[config.mk]
export PLATFORM = sky130hd
export DESIGN_NAME = shift_add_mult32
export DESIGN_NICKNAME = d
export VERILOG_FILES = /design/src/rtl/shift_add_mult32_pkg.sv /design/src/rtl/RCA32.sv /design/src/rtl/shift_add_mult32.sv
export SDC_FILE = /design/constraint.sdc
export NUM_CORES = 1
export LEC_CHECK = 0
export CORE_ASPECT_RATIO = 1.2
export CORE_UTILIZATION = 40
export DETAILED_ROUTE_END_ITERATION = 8
export GPL_ROUTABILITY_DRIVEN = 0
export PLACE_DENSITY = 0.66
export SLEW_MARGIN = 20
export SYNTH_ARGS = -nofsm -noshare
export SYNTH_HDL_FRONTEND = slang
export SYNTH_SLANG_ARGS = --single-unit
[constraint.sdc]
create_clock -name clk -period 14.7 [get_ports clk]
set_clock_uncertainty 0.15 [all_clocks]
set_input_delay 3.675 -clock clk [delete_from_list [all_inputs] [get_ports clk]]
set_output_delay 3.675 -clock clk [all_outputs]
set_load 0.01 [all_outputs]
[src/rtl/shift_add_mult32_pkg.sv]
// ============================================================================
// Module  : shift_add_mult32_pkg
// Brief   : Shared constants and FSM state encoding for shift_add_mult32.
// Revision: 1.0 - initial release
// ============================================================================
`default_nettype none

package shift_add_mult32_pkg;

   localparam int unsigned c_width    = 32;
   localparam int unsigned c_num_iter = 32;

   typedef enum logic [1:0] {
      IDLE = 2'b00,
      RUN  = 2'b01,
      DONE = 2'b10
   } state_t;

endpackage : shift_add_mult32_pkg

`default_nettype wire

[src/rtl/RCA32.sv]
// ============================================================================
// Module  : RCA32
// Brief   : 32-bit ripple-carry adder, S = A1 + A2 + in, carry-out on C.
// Revision: 1.0 - initial release
// ============================================================================
`default_nettype none

module RCA32 (
   input  logic [31:0] A1,
   input  logic [31:0] A2,
   input  logic        in,
   output logic [31:0] S,
   output logic        C
);

   logic carry;

   // Carry ripples through a loop variable so no combinational array feeds itself.
   always_comb begin
      S     = '0;
      carry = in;
      for (int i = 0; i < 32; i++) begin
         S[i]  = A1[i] ^ A2[i] ^ carry;
         carry = (A1[i] & A2[i]) | (carry & (A1[i] ^ A2[i]));
      end
      C = carry;
   end

endmodule : RCA32

`default_nettype wire

[src/rtl/shift_add_mult32.sv]
// ============================================================================
// Module  : shift_add_mult32
// Brief   : Sequential unsigned 32x32->64 shift-and-add multiplier, start/done.
// Revision: 1.0 - initial release
// ============================================================================
`default_nettype none

module shift_add_mult32
   import shift_add_mult32_pkg::*;
#(
   parameter int WIDTH = c_width,
   parameter int CNT_W = 6
) (
   input  logic               clk,
   input  logic               rst,
   input  logic               start,
   input  logic [WIDTH-1:0]   a,
   input  logic [WIDTH-1:0]   b,
   output logic               busy,
   output logic               done,
   output logic [2*WIDTH-1:0] product
);

   localparam logic [CNT_W-1:0] c_last_cnt = CNT_W'(c_num_iter - 1);

   state_t               state_q;
   logic [WIDTH-1:0]     m_q;
   logic [2*WIDTH-1:0]   p_q;
   logic [2*WIDTH-1:0]   p_d;
   logic [2*WIDTH-1:0]   product_q;
   logic [CNT_W-1:0]     count_q;
   logic                 busy_q;
   logic                 done_q;

   logic [WIDTH-1:0]     addend;
   logic [WIDTH-1:0]     sum;
   logic                 carry;

   assign addend = p_q[0] ? m_q : '0;

   RCA32 u_rca (
      .A1 (p_q[2*WIDTH-1:WIDTH]),
      .A2 (addend),
      .in (1'b0),
      .S  (sum),
      .C  (carry)
   );

   // 65-bit {carry, upper, lower} shifted right by one; carry lands in the MSB.
   assign p_d = {carry, sum, p_q[WIDTH-1:1]};

   always_ff @(posedge clk or posedge rst) begin
      if (rst) begin
         state_q   <= IDLE;
         m_q       <= '0;
         p_q       <= '0;
         product_q <= '0;
         count_q   <= '0;
         busy_q    <= 1'b0;
         done_q    <= 1'b0;
      end else begin
         case (state_q)
            IDLE: begin
               done_q <= 1'b0;
               if (start) begin
                  m_q     <= a;
                  p_q     <= {{WIDTH{1'b0}}, b};
                  count_q <= '0;
                  busy_q  <= 1'b1;
                  state_q <= RUN;
               end
            end
            RUN: begin
               p_q     <= p_d;
               count_q <= count_q + CNT_W'(1);
               if (count_q == c_last_cnt) begin
                  product_q <= p_d;
                  busy_q    <= 1'b0;
                  done_q    <= 1'b1;
                  state_q   <= DONE;
               end
            end
            DONE: begin
               done_q <= 1'b0;
               if (start) begin
                  m_q     <= a;
                  p_q     <= {{WIDTH{1'b0}}, b};
                  count_q <= '0;
                  busy_q  <= 1'b1;
                  state_q <= RUN;
               end else begin
                  state_q <= IDLE;
               end
            end
            default: begin
               busy_q  <= 1'b0;
               done_q  <= 1'b0;
               state_q <= IDLE;
            end
         endcase
      end
   end

   assign busy    = busy_q;
   assign done    = done_q;
   assign product = product_q;

endmodule : shift_add_mult32

`default_nettype wire
==> results of run 1 <==
==> tightest hold or removal path: stages, from the launching register on <==
cell and delay (ns):
dfrtp_1 0.34, nand2_1 0.05, nand2_1 0.05
==> cell usage in the layout (no fill, tap or decap), types with 2 or more instances in the layout <==
| cell | instances |
|---|---|
| a22o_1 | 3 |
| buf_4 | 7 |
| bufinv_16 | 3 |
| clkbuf_16 | 17 |
| clkdlybuf4s50_1 | 132 |
| clkinv_2 | 5 |
| clkinv_4 | 2 |
| clkinvlp_4 | 2 |
| dfrtp_1 | 169 |
| fa_1 | 31 |
| ha_1 | 2 |
| inv_1 | 65 |
| inv_6 | 4 |
| mux2_1 | 17 |
| mux2_2 | 15 |
| mux2i_1 | 66 |
| nand2_1 | 130 |
| nand2b_2 | 2 |
| nand3_1 | 34 |
| nor2_1 | 2 |
| nor2b_1 | 2 |
| nor3_1 | 2 |
| o21ai_0 | 33 |
| o2bb2ai_1 | 32 |
| xnor2_1 | 2 |
==> layer usage <==
metal / vias up / track usage / share of wire / routed length (um)
met1: 2560 / 0.223 / 0.43 / 7150
met4: 0 / 0.0616 / 0.018 / 303
met5: - / 0 / 0 / 0
met2: 100 / 0.310 / 0.52 / 8560
li1: 2391 / - / - / -
met3: 19 / 0.0382 / 0.029 / 482
==> sequential cells by signal (all words and copies together) (netlist names) <==
name and count:
product 64, m_q 32, busy 1, state_q 2, done 1, count_q 6, p_q 64
==> through the flow <==
stage	total power [mW]	hold WS [ns]	cells	setup WS, ns
global placement	1.59	0.303	1008	0.695
finish	2.06	0.324	1040	0.682
CTS	2.09	0.329	1040	0.548
detailed placement	1.62	0.313	1008	0.614
global route	2.21	0.354	1040	0.168
floorplan	1.29	0.288	658	0.806
==> cells in the mapped netlist, types with 6 or more instances <==
master,n
dfrtp_1,170
nand2_1,130
inv_1,66
mux2i_1,66
nand3_1,34
o21ai_0,33
o2bb2ai_1,32
fa_1,31
clkbuf_1,23
mux2_1,17
mux2_2,15
buf_2,6
==> worst max-delay path by stage <==
stage	startpoint	endpoint	slack [ns]
final	p_q[0]	product[62]	0.68
after global routing	p_q[0]	product[62]	0.17
after CTS	p_q[0]	product[62]	0.55
after detailed placement	p_q[0]	p_q[62]	0.61
after global placement	p_q[0]	product[62]	0.70
after floorplan	p_q[0]	product[62]	0.81
==> area by class of cell <==
type / instances / area (um^2) / area share
clock buffers: 17 / 425 / 0.0437
clock inverters: 15 / 174 / 0.0179
well taps: 252 / 315 / 0.0324
repair buffers: 139 / 1370 / 0.141
inverters: 66 / 253 / 0.0259
multi-input cells: 381 / 2950 / 0.302
flip-flops and latches: 170 / 4260 / 0.437
==> cells by family (layout without fill, tap and decap cells) <==
group | Yosys count | count (layout) | synth area share
xor gates and xnor gates | 2 | 2 | 0.00230
DFF | 170 | 170 | 0.559
AOI/OAI and AO/OA | 72 | 72 | 0.0661
muxes | 98 | 98 | 0.134
adders and majority gates | 33 | 33 | 0.0848
and+or+nand+nor | 176 | 176 | 0.0958
buffers and inverters | 107 | 237 | 0.0582
==> power by group <==
| part | internal, mW | switching [mW] | total (mW) |
|---|---|---|---|
| Sequential | 0.682 | 0.139 | 0.821 |
| Clock | 0.268 | 0.190 | 0.458 |
| Combinational | 0.379 | 0.399 | 0.778 |
| Total | 1.33 | 0.729 | 2.06 |
==> summary.txt, run 1 <==
GRT
  • First-pass GRT wire length: 27400 um
  • GRT Util Overall: 0.180
  • Largest net degree at the start of global routing: ~100
  • GRT overflow: 0
  • Vias in the first global route: 5451
  • Initial antenna violation count: 0

Clock tree
  • Post-CTS sizing: 0
  • Worst-Skew Late Latency: between 0.4 and 0.5 ns
  • H-tree depth: 4
  • Clk buf depth: 2
  • Clock root cell: clkbuf_16
  • TritonCTS clock tree: built
  • # Post-CTS Setup Buffers: 0
  • Clk slew on worst S/H paths: 0.06 ns
  • Clk sinks: 170
  • Post-CTS Hold Buffers: 0
  • Total CTS buffers: 17

Final layout
  • Fillcell total: 1596
  • Antenna fix cells: 0
  • Area Overhead vs Synth: 28.0%
  • Nets@finish: 875
  • Final instance area: 9740 um^2
  • Final core occ: 0.530
  • Layout cell share with drive strength beyond 1: 0.0774

Logic synthesis
  • Top post-synthesis cells by area: dfrtp_1, mux2i_1, fa_1
  • Mean Syn Cell Area: around 12 um^2
  • Synth Instances: about 660
  • Seq/Total Area, Yosys: 0.559
  • Top cell type's share of synthesized area: 0.559
  • Post-synthesis sequential element count: 170
  • Most used flip-flop cell after synthesis: dfrtp_1
  • Synth area leader: dfrtp_1
  • Synth warnings: 0
  • Number of synthesized flops with an enable pin: 0
  • Mapped Nets: 758
  • Post-synthesis cell type count: 28
  • Post-synth ARST share: 1.00
  • Synth Cell Area: 7610 um^2

Floorplanning
  • Row cnt: 54
  • # IOs: 133
  • Starting density of the core: 0.414
  • Die ar.: 19600 um^2
  • Core area: 18400 um^2
  • Die Wd: about 130 um
  • Die Ht: 153 um

Worst setup path
  • CP Data Arrival Time: 14.15 ns
  • Reg2Reg Setup Slack: 0.68 ns
  • Worst EP required: 14.84 ns
  • Crit path max fanout: 3
  • Slowest-stage cell, CP: fa_1
  • Max stage delay on crit path: 0.54 ns
  • Cell mode on critical path: fa_1
  • Reg2Reg Capture Point: product[62]
  • Worst path depth: 35
  • Worst Setup End Kind: register
  • Buf/Inv on CP: 1
  • Crit path kind: register to register
  • Worst r2r path cells: 35
  • CP top delay family: adder cells
  • Critical Path Source Type: register
  • Worst r2r src: p_q[0]

Timing
  • RSZ-0062 raised after global routing: no
  • Setup Viol. Count Final: 0
  • Setup_tns: 0 ns
  • Tightest Pin Transition: 1.09 ns
  • Final hold vios: 0
  • Rel. slew slack: 0.276
  • Final cycle utilization of the critical path: 0.954
  • Fmax: about 0.071 GHz
  • Fin crit period: 14.02 ns
  • Number of max-slew violations in the final report: 0

Hold path
  • Hold path start: m_q[21]
  • Hold depth: 2
  • Hold endpoint: m_q[21]
  • Hold WC Path Type: register to register

Routing
  • Vias per cell: around 5
  • Initial DRC count: 220
  • Routed WL: 16500 um
  • Via count: 5070
  • Antenna-violating nets left: 0
  • Drt first pass iters: 4
  • Post-route DRC: 0
  • DR WL/cell: 15.9 um

Power and ir drop
  • PwrDens: 211 nW/um^2
  • Cell leakage power: 4.34 nW
  • IR drop worst, VDD: 0.109 mV

Place
  • Hpwl dp: 10900 um
  • Number of buffers added on ports: ~130
  • Dpl cell area: between 9000 and 10000 um^2

Status
  • Status: completed

Flow run
  • Max Cap Viol: 0
Note: power is estimated with default switching activity, not from simulation.
==> run 2, diff against run 1 <==
- CAP_MARGIN: default -> 20
- CORE_UTILIZATION: 40 -> 30
- PLACE_DENSITY: 0.66 -> default
==> run 2 against run 1 <==
Power barely moved. Cell count rose by 7.0%. Via count fell by 1.2%. Design area rose by 1.0%. Worst hold slack got worse by 0.0014 ns. Critical path depth fell by 1. Die area rose by 33%. Combinational power rose by 0.8%. Global-route usage fell by 3.5 points. Setup slack got worse by 0.12 ns. Critical endpoint unchanged.
==> summary.txt, run 2 (synthesized netlist as in run 1, its figures left out) <==
Status
  • Status: completed

Final layout
  • Area Overhead vs Synth: 29.2%
  • Fillcell total: 2419
  • Layout cell share with drive strength beyond 1: 0.0774
  • Most common cell after layout, fill and taps aside: dfrtp_1
  • Nets@finish: a little under 900
  • Finished Layout Cells: approximately 1100
  • Commonest non-fill, non-tap cells in the layout: dfrtp_1, clkdlybuf4s50_1, nand2_1, mux2i_1, inv_1
  • Area of the multi-input gates: ~3000 um^2
  • Antenna fix cells: 0
  • Seq. cell area: 4260 um^2

Worst setup path
  • Worst EP required: around 15 ns
  • Crit path kind: register to register
  • Cell mode on critical path: fa_1
  • Critical Path Source Type: register
  • Crit path max fanout: 23
  • Slowest-stage cell, CP: fa_1
  • Worst Setup End Kind: register
  • Worst r2r src: p_q[0]
  • Max stage delay on crit path: 0.54 ns
  • CP Data Arrival Time: 14.26 ns
  • Crit path launch: p_q[0]

Routing
  • Antenna-violating nets left: 0
  • Initial DRC count: 214
  • DR WL/cell: approximately 16 um
  • Drt first pass iters: 4
  • Via count: 5011
  • Routed WL: 17600 um
  • Vias per cell: 4.50
  • Post-route DRC: 0

Timing
  • Setup Viol. Count Final: 0
  • Final hold vios: 0
  • Fin crit period: between 10 and 15 ns
  • Setup_tns: 0 ns
  • Fmax: 0.0707 GHz
  • Final cycle utilization of the critical path: 0.962
  • Rel. slew slack: 0.343
  • Hold WS: roughly 0.32 ns
  • Number of max-slew violations in the final report: 0
  • Tightest Pin Transition: ~1 ns
  • RSZ-0062 raised after global routing: no

GRT
  • GRT overflow: 0
  • Largest net degree at the start of global routing: 100
  • GRT Util Overall: 0.145
  • Initial antenna violation count: 0
  • First-pass GRT wire length: 28900 um
  • Vias in the first global route: 5442

Place
  • Hpwl dp: 11400 um
  • Placed cells: 1082
  • Number of buffers added on ports: between 100 and 150

Power and ir drop
  • IR drop worst, VDD: slightly below 0.08 mV
  • Cell leakage power: about 4.3 nW
  • PwrDens: 209 nW/um^2

Clock tree
  • Clk buf depth: 2
  • Clk sinks: between 150 and 200
  • # Post-CTS Setup Buffers: 0
  • H-tree depth: 4
  • Total CTS buffers: 17
  • Worst-Skew Late Latency: ~0.43 ns
  • Clock root cell: clkbuf_16
  • TritonCTS clock tree: built
  • Clk slew on worst S/H paths: approximately 0.06 ns

Floorplanning
  • Die Ht: 177 um
  • Die Wd: 147 um
  • # IOs: roughly 130
  • Starting density of the core: 0.307
  • Die ar.: between 20000 and 30000 um^2
  • Row cnt: 63
  • Core area: between 20000 and 25000 um^2

Hold path
  • Hold path start: m_q[2]
  • Hold WC Path Type: register to register

Flow run
  • Max Cap Viol: 0
-- run 2: per-layer routing --
metal  GRT usage  wire (um)  vias up
li1            -          -     2393
met1       0.184       8080     2534
met2       0.245       8850       69
met3      0.0289        423       15
met4      0.0503        266        0
met5           0          0        -
-- run 2: through the flow --
step,util,setup WS [ns],power (mW),area (um^2)
floorplan,-,0.806,1.29,7610
global placement,0.372,0.653,1.61,9240
detailed placement,0.372,0.467,1.63,9240
CTS,0.396,0.390,2.09,9830
global route,0.396,0.00159,2.22,9840
finish,0.396,0.560,2.06,9840
-- run 2: area by class of cell --
| type | count | share of cell area |
|---|---|---|
| repair buffers | 140 | 0.141 |
| clock buffers | 20 | 0.0474 |
| well taps | 325 | 0.0413 |
| inverters | 66 | 0.0257 |
| flip-flops and latches | 170 | 0.433 |
| multi-input cells | 381 | 0.299 |
| clock inverters | 11 | 0.0123 |
-- run 2: path summary, 6_finish.rpt --
path,slack [ns],cells past startpoint,to
max in group asynchronous,9.21,3,state_q[0]
worst min-delay path,0.32,2,m_q[2]
worst max register to register,0.56,34,product[62]
worst min register to register,0.32,2,m_q[2]
min in group asynchronous,3.65,2,product[32]
worst max-delay path,0.56,34,product[62]
-- run 2: power breakdown --
part           switching [mW]  total [mW]  internal, mW
Sequential              0.142       0.824         0.682
Clock                   0.188       0.451         0.262
Combinational           0.401       0.784         0.383
-- run 2: repair_timing --
item / 4_1_cts / 5_1_grt
gates resized for setup: 0 / 2
hold buffers: 0 / 0
setup endpoints to repair: 0 / 2
-- run 2: worst max-delay path, delay by kind of cell, from the launching register on --
family                   cells  cell delay (ns)
AND/OR/NAND/NOR              1             0.10
flip-flops                   1             0.39
adder cells (fa/ha/maj)     31            13.08
buffers and inverters        1             0.19
multiplexers                 1             0.08
==> run 3, diff against run 2 <==
- CORE_UTILIZATION: 30 -> 48
- CTS_CLUSTER_SIZE: default -> 12
- PLACE_DENSITY: default -> 0.77
==> run 3 against run 2 <==
Sequential cell count is the same. Worst hold slack better by 0.0012 ns. Combinational power decreased by 0.6%. Cell count shrank 10%. Maximum frequency decreased by 0.34%.
==> summary.txt, run 3 (synthesized netlist as in run 1, its figures left out) <==
Status
  • Status: completed

Timing
  • Setup_tns: 0 ns
  • Fmax: about 0.070 GHz
  • Final cycle utilization of the critical path: 0.965
  • Final hold vios: 0
  • Rel. slew slack: 0.292
  • RSZ-0062 raised after global routing: no
  • Fin crit period: 14.19 ns
  • Setup Viol. Count Final: 0
  • Tightest Pin Transition: between 1 and 1.5 ns
  • Number of max-slew violations in the final report: 0

Floorplanning
  • Die Ht: 140 um
  • Die ar.: ~16000 um^2
  • Row cnt: 50
  • Starting density of the core: 0.489
  • Die Wd: 117 um
  • # IOs: 133
  • Core area: ~16000 um^2

GRT
  • GR peak layer: met2
  • Vias in the first global route: 5396
  • GRT Util Overall: 0.211
  • Largest net degree at the start of global routing: 107
  • Initial antenna violation count: 0
  • Met3 usage: 0.0428
  • Met1 Usage GRT: 0.260
  • GRT overflow: 0
  • Met2 Use GR: 0.363
  • First-pass GRT wire length: approximately 26000 um

Final layout
  • Commonest non-fill, non-tap cells in the layout: dfrtp_1, clkdlybuf4s50_1, nand2_1, mux2i_1, inv_1
  • Most common cell after layout, fill and taps aside: dfrtp_1
  • Antenna fix cells: 0
  • Nets@finish: 876
  • Area Overhead vs Synth: 27.8%
  • Layout cell share with drive strength beyond 1: 0.0773
  • Final core occ: 0.625

Power and ir drop
  • Cell leakage power: 4.35 nW
  • IR drop worst, VDD: 0.0900 mV
  • PwrDens: between 200 and 250 nW/um^2

Place
  • Number of buffers added on ports: roughly 130
  • Hpwl dp: between 10000 and 15000 um

Worst setup path
  • CP Data Arrival Time: approximately 14 ns
  • Crit path max fanout: 32
  • Max stage delay on crit path: 0.54 ns
  • Worst EP required: approximately 15 ns
  • Critical Path Source Type: register
  • Crit path kind: register to register
  • Slowest-stage cell, CP: fa_1
  • Worst Setup End Kind: register
  • Cell mode on critical path: fa_1
  • Reg2Reg Setup Slack: 0.51 ns

Routing
  • Initial DRC count: ~240
  • Drt first pass iters: 5
  • Vias per cell: 5.12
  • Antenna-violating nets left: 0
  • DR WL/cell: 16.0 um
  • Post-route DRC: 0
  • Via count: 5108
  • Routed WL: 16000 um

Clock tree
  • Clk slew on worst S/H paths: around 0.060 ns
  • Worst-Skew Late Latency: about 0.42 ns
  • # Post-CTS Setup Buffers: 0
  • Clock root cell: clkbuf_16
  • Clk sinks: 170
  • H-tree depth: 4
  • Total CTS buffers: 17
  • TritonCTS clock tree: built
  • Clk buf depth: 2

Flow run
  • Max Cap Viol: 0

Hold path
  • Hold WC Path Type: register to register
## run 3: path summary, 6_finish.rpt
check                         from          to  depth (start not counted)
min reg2reg                m_q[15]     m_q[15]                          2
min in group asynchronous      rst      m_q[4]                          2
min                        m_q[15]     m_q[15]                          2
max reg2reg                 p_q[0]     p_q[62]                         34
max                         p_q[0]     p_q[62]                         34
max in group asynchronous      rst  state_q[0]                          3
## run 3: cell type report
class / instances / area, um^2
Clock buffer: 19 / 443
Clock inverter: 13 / 191
Fill cell: 1224 / 5850
Inverter: 66 / 253
Multi-Input combinational cell: 381 / 2940
Sequential cell: 170 / 4260
Tap cell: 208 / 260
Timing Repair Buffer: 140 / 1390
## run 3: per-stage QoR
step | total power, mW | instances | instance area [um^2] | setup WS [ns] | hold slack [ns]
global placement | 1.58 | 965 | 9090 | 0.550 | 0.304
CTS | 2.10 | 997 | 9720 | 0.264 | 0.329
detailed placement | 1.62 | 965 | 9090 | 0.349 | 0.313
global route | 2.23 | 997 | 9730 | 0.0224 | 0.352
floorplan | 1.29 | 658 | 7610 | 0.806 | 0.288
finish | 2.08 | 997 | 9730 | 0.512 | 0.324
## run 3: what timing repair did
| item | in CTS | in global routing |
|---|---|---|
| resized for setup | 0 | 2 |
| setup endpoints to repair | 0 | 3 |
| hold buffers | 0 | 0 |
## run 3: routing by layer
metal | wire (um) | up-vias
met5 | 0 | -
met3 | 603 | 24
met4 | 258 | 0
met1 | 6870 | 2576
met2 | 8230 | 115
li1 | - | 2393
## run 3: worst max-delay path, delay by kind of cell (launching register included)
kind,cells,cell delay (ns)
flip-flops,1,0.37
AO/OA/AOI/OAI,1,0.06
AND/OR/NAND/NOR,1,0.10
buffers and inverters,1,0.21
adder cells (fa/ha/maj),31,13.14
## run 3: power by group
group          switching (mW)  internal [mW]  total, mW
clock network           0.187          0.290      0.478
logic                   0.397          0.381      0.779
registers               0.142          0.682      0.824
